## src/rtl/robo_escalonador.sv

```systemverilog
// Actuator command scheduler: fixed-priority arbitration between the safety and
// navigation requesters, with a timed actuator pulse per command and a bumper abort.
module robo_escalonador #(
   parameter int PASSO_FRENTE  = 4,
   parameter int PASSO_GIRO    = 6,
   parameter int PASSO_REMOVER = 8,
   parameter int CNT_W         = 8
) (
   input  logic       clock,
   input  logic       reset,
   input  logic       req_nav,
   input  logic [1:0] cmd_nav,
   output logic       ack_nav,
   input  logic       req_seg,
   input  logic [1:0] cmd_seg,
   output logic       ack_seg,
   input  logic       B,
   output logic       motor_frente,
   output logic       motor_giro,
   output logic       garra,
   output logic       ocupado,
   output logic       concluido,
   output logic       abortado
);

   typedef enum logic [1:0] {OCIOSO, EXECUTA, PAUSA} estado_t;

   localparam logic [1:0] CMD_NADA    = 2'b00;
   localparam logic [1:0] CMD_FRENTE  = 2'b01;
   localparam logic [1:0] CMD_GIRO    = 2'b10;
   localparam logic [1:0] CMD_REMOVER = 2'b11;

   // Counter is preloaded with N-1 so the actuator is high for exactly N cycles.
   function automatic logic [CNT_W-1:0] duracao(input logic [1:0] c);
      case (c)
         CMD_FRENTE:  duracao = CNT_W'(PASSO_FRENTE - 1);
         CMD_GIRO:    duracao = CNT_W'(PASSO_GIRO - 1);
         CMD_REMOVER: duracao = CNT_W'(PASSO_REMOVER - 1);
         default:     duracao = '0;
      endcase
   endfunction

   // Actuator vector ordered {frente, giro, garra}; one-hot by construction.
   function automatic logic [2:0] atuadores(input logic [1:0] c);
      case (c)
         CMD_FRENTE:  atuadores = 3'b100;
         CMD_GIRO:    atuadores = 3'b010;
         CMD_REMOVER: atuadores = 3'b001;
         default:     atuadores = 3'b000;
      endcase
   endfunction

   estado_t          estado, estado_n;
   logic [1:0]       cmd_ativo, cmd_ativo_n;
   logic [CNT_W-1:0] cnt, cnt_n;
   logic [2:0]       atu_n;
   logic             ack_nav_n, ack_seg_n, concluido_n, abortado_n;
   logic             valido_nav, valido_seg;

   assign valido_nav = req_nav && (cmd_nav != CMD_NADA);
   assign valido_seg = req_seg && (cmd_seg != CMD_NADA);

   always_comb begin
      estado_n    = estado;
      cmd_ativo_n = cmd_ativo;
      cnt_n       = cnt;
      atu_n       = 3'b000;
      ack_nav_n   = 1'b0;
      ack_seg_n   = 1'b0;
      concluido_n = 1'b0;
      abortado_n  = 1'b0;
      case (estado)
         OCIOSO: begin
            if (valido_seg) begin
               cmd_ativo_n = cmd_seg;
               cnt_n       = duracao(cmd_seg);
               atu_n       = atuadores(cmd_seg);
               ack_seg_n   = 1'b1;
               estado_n    = EXECUTA;
            end else if (valido_nav) begin
               cmd_ativo_n = cmd_nav;
               cnt_n       = duracao(cmd_nav);
               atu_n       = atuadores(cmd_nav);
               ack_nav_n   = 1'b1;
               estado_n    = EXECUTA;
            end
         end
         EXECUTA: begin
            // Bumper takes precedence even on the last cycle of an advance.
            if (cmd_ativo == CMD_FRENTE && B) begin
               concluido_n = 1'b1;
               abortado_n  = 1'b1;
               estado_n    = PAUSA;
            end else if (cnt == '0) begin
               concluido_n = 1'b1;
               estado_n    = PAUSA;
            end else begin
               cnt_n = cnt - 1'b1;
               atu_n = atuadores(cmd_ativo);
            end
         end
         PAUSA: begin
            estado_n = OCIOSO;
         end
         default: begin
            estado_n = OCIOSO;
         end
      endcase
   end

   always_ff @(posedge clock) begin
      if (reset) begin
         estado       <= OCIOSO;
         cmd_ativo    <= CMD_NADA;
         cnt          <= '0;
         motor_frente <= 1'b0;
         motor_giro   <= 1'b0;
         garra        <= 1'b0;
         ack_nav      <= 1'b0;
         ack_seg      <= 1'b0;
         ocupado      <= 1'b0;
         concluido    <= 1'b0;
         abortado     <= 1'b0;
      end else begin
         estado       <= estado_n;
         cmd_ativo    <= cmd_ativo_n;
         cnt          <= cnt_n;
         motor_frente <= atu_n[2];
         motor_giro   <= atu_n[1];
         garra        <= atu_n[0];
         ack_nav      <= ack_nav_n;
         ack_seg      <= ack_seg_n;
         ocupado      <= (estado_n != OCIOSO);
         concluido    <= concluido_n;
         abortado     <= abortado_n;
      end
   end

endmodule
```

## config.mk

```make
export PLATFORM = sky130hd
export DESIGN_NAME = robo_escalonador
export DESIGN_NICKNAME = d
export VERILOG_FILES = /design/src/rtl/robo_escalonador.sv
export SDC_FILE = /design/constraint.sdc
export NUM_CORES = 1
export LEC_CHECK = 0
export CORE_ASPECT_RATIO = 0.8
export CORE_MARGIN = 2
export CORE_UTILIZATION = 45
export CTS_CLUSTER_DIAMETER = 60
export CTS_CLUSTER_SIZE = 40
export DETAILED_ROUTE_END_ITERATION = 6
export PLACE_DENSITY = 0.69
export SKIP_CTS_REPAIR_TIMING = 1
export SLEW_MARGIN = 20
export SYNTH_ARGS = -nofsm -noshare
export SYNTH_HDL_FRONTEND = slang
export SYNTH_SLANG_ARGS = --single-unit
```

## constraint.sdc

```tcl
create_clock -name clock -period 4.6 [get_ports clock]
set_input_delay 0.46 -clock clock [delete_from_list [all_inputs] [get_ports clock]]
set_output_delay 0.46 -clock clock [all_outputs]
set_load 0.01 [all_outputs]
```

==> results.toml <==
[finish]
drive_gt1_share_pct = 8.73
multi_input_area_um2 = 567
area.growth.synth_to_final_pct = 18.8
nets = 139
final-seq-area_um2 = 400
fill_cells = 191
n_antenna_cell = 0
final_util_pct = 56.1

[synth]
synthArstFlopShare_pct = 0
yosysSeqAreaShare_pct = 39.7
synth.avg_cell_area_um2 = 9.10
yosys.area_share.simple_pct = 24.4
synth_cells = 111
synth_cell_type_count = 39
syn-num-nets = 122
synthXorXnorAreaFrac_pct = 0
synthFlopType = "dfxtp_1"
synth_fa_ha_area_share_pct = 2.48
synth_area_um2 = 1010
yosysWarnings = 0
synth_compound_area_share_pct = 24.3
muxShareOfSynthArea_pct = 4.96
synth_seq_cells = 20
synth_top_family_by_area = "simple AND/OR/NAND/NOR gates"
synth_edf_count = 0

[timing]
clock_skew_ns = 0.00421
worstMarginPinSlew_ns = 0.692
fmax_ghz = 0.495
setup_viol = 0
fin_crit_sh_pct = 43.9
fin_crit_ns = 2.02
max_slew_margin_pct = 53.4
rsz0062_at_grt = "false"
drv_slew = 0
finalHoldViolCount = 0
final.setup.tns_ns = 0

[die]
core_region_area_um2 = 2140
die_y_um = 46.4
initial_core_util_pct = 47.2
die_area_um2 = 2640
rows = 15
die_w_um = 57.0
ioPinCount = 17

[grt]
grt_pass1_wl_mm = 3.39
overflow = 0
antenna_found_initial = 0
grt_start_max_net_pins = 16
grtUsageTotal_pct = 16.9
grt_pass1_vias = 755

[drt]
drcViolationCount = 0
routed_via_density = 5.92
initialDrtViolationCount = 28
vias = 894
wire_per_inst_um = 13.8
antenna_left = 0
first_pass_iters = 4
wirelength_mm = 2.09

[power]
ir_worst_vdd_mv = 0.317
power_density_nw_per_um2 = 590
p_leak_nw = 0.472

[worst_setup_path]
worstPathMaxFanout = 15
critPathLaunchType = "input pin"
crit_type = "in -> reg"
cp.arrival_ns = 2.25
cp-end-kind = "flop"
cp_data_required_time_ns = 4.83

[placed_design]
gp_congestion = 0.859
io_buffer_count = 16
dp_hpwl_mm = 1.55

[cts]
h-tree-depth = 1
cts_made_buffers = 3
insertion_delay_ns = 0.30
cts_buffer_depth = 2
cts-root-buf = "clkbuf_4"
tritoncts = "done"
path_clk_slew_ns = 0.11
clock_sinks = 20

[status]
status = "complete, no violations"

[run]
maxCapViolations = 0

[worst_hold_path]
hold_path_class = "reg -> reg"
==> metrics by stage <==
| stage | total power (W) | hold WS, ns | worst slack [ns] | cells | instance area [um2] |
|---|---|---|---|---|---|
| 2_1_floorplan | 0.000554 | 0.451 | 2.92 | 111 | 1010 |
| 3_3_place_gp | 0.000622 | 0.471 | 2.33 | 148 | 1180 |
| 3_5_place_dp | 0.000627 | 0.482 | 2.28 | 148 | 1180 |
| 4_1_cts | 0.000709 | 0.498 | 2.60 | 151 | 1200 |
| 5_1_grt | 0.000763 | 0.526 | 2.49 | 151 | 1200 |
| 6_report | 0.000708 | 0.495 | 2.58 | 151 | 1200 |
==> final timing paths <==
path	depth (start not counted)	slack (ns)	to	startpoint
max reg2reg	4	2.64	cnt[6]	estado[0]
max	5	2.58	cnt[6]	cmd_nav[0]
min reg2reg	2	0.49	cnt[1]	cnt[1]
min	2	0.49	cnt[1]	cnt[1]
==> Yosys cell counts, types with 2 or more instances <==
cell type / n / area share [%]
a211oi_1: 2 / 1.5
a211oi_2: 2 / 2.5
a21boi_0: 5 / 3.7
a21oi_1: 4 / 2.0
a221oi_1: 2 / 1.7
clkbuf_1: 2 / 0.74
dfxtp_1: 20 / 40
ha_1: 2 / 2.5
inv_1: 4 / 1.5
mux2i_1: 5 / 5.0
nand2_1: 11 / 4.1
nand3_1: 11 / 5.5
nor2_1: 5 / 1.9
nor4_1: 2 / 1.2
o211a_1: 2 / 2.0
o21a_1: 2 / 1.5
o21ai_0: 3 / 1.5
or3_1: 6 / 3.7
==> state kept, by name (all words and copies together), names as in the netlist <==
name / cells
estado: 2
garra: 1
ocupado: 1
abortado: 1
ack_nav: 1
concluido: 1
cmd_ativo: 2
cnt: 8
ack_seg: 1
motor_frente: 1
motor_giro: 1
==> metal layers <==
| metal | vias up | routed length, um | GRT usage, % |
|---|---|---|---|
| met5 | - | 0 | 0 |
| met3 | 4 | 102 | 5.06 |
| met4 | 0 | 34 | 4.19 |
| met2 | 19 | 910 | 27.1 |
| li1 | 447 | - | - |
| met1 | 424 | 1040 | 22.4 |
==> cell families after synthesis <==
family                   Yosys count
adder cells (fa/ha/maj)            2
flip-flops                        20
multiplexers                       5
AND/OR/NAND/NOR                   45
buffers and inverters              9
AO/OA/AOI/OAI                     30
==> worst max-delay path: stages <==
cell             delay (ns)
clkdlybuf4s50_1        0.54
o21ai_0                0.18
a211o_2                0.50
a2111oi_2              0.36
mux2i_1                0.21
==> power breakdown <==
part           internal [W]  switching, W  leakage [nW]
clock             0.0000305     0.0000513        0.0138
combinational      0.000170      0.000184         0.294
sequential         0.000223     0.0000485         0.164
total              0.000424      0.000284         0.472
==> placed cells by master (no fill, tap or decap), drive strengths merged, types with 2 or more instances in the layout <==
cell,count
dfxtp,20
clkdlybuf4s50,16
nand2,11
nand3,11
or3,6
nor2,5
a21boi,5
mux2i,5
inv,4
a21oi,4
o21ai,4
a211oi,4
clkbuf,3
nor4,2
o21a,2
o211a,2
a221oi,2
ha,2
==> final cells by class <==
type	instances	share of cell area, %
clock buffers	3	1.88
flip-flops and latches	20	33.4
inverters	5	1.56
multi-input cells	82	47.2
well taps	25	2.61
repair buffers	16	13.3
Note: power is estimated with default switching activity, not from simulation.
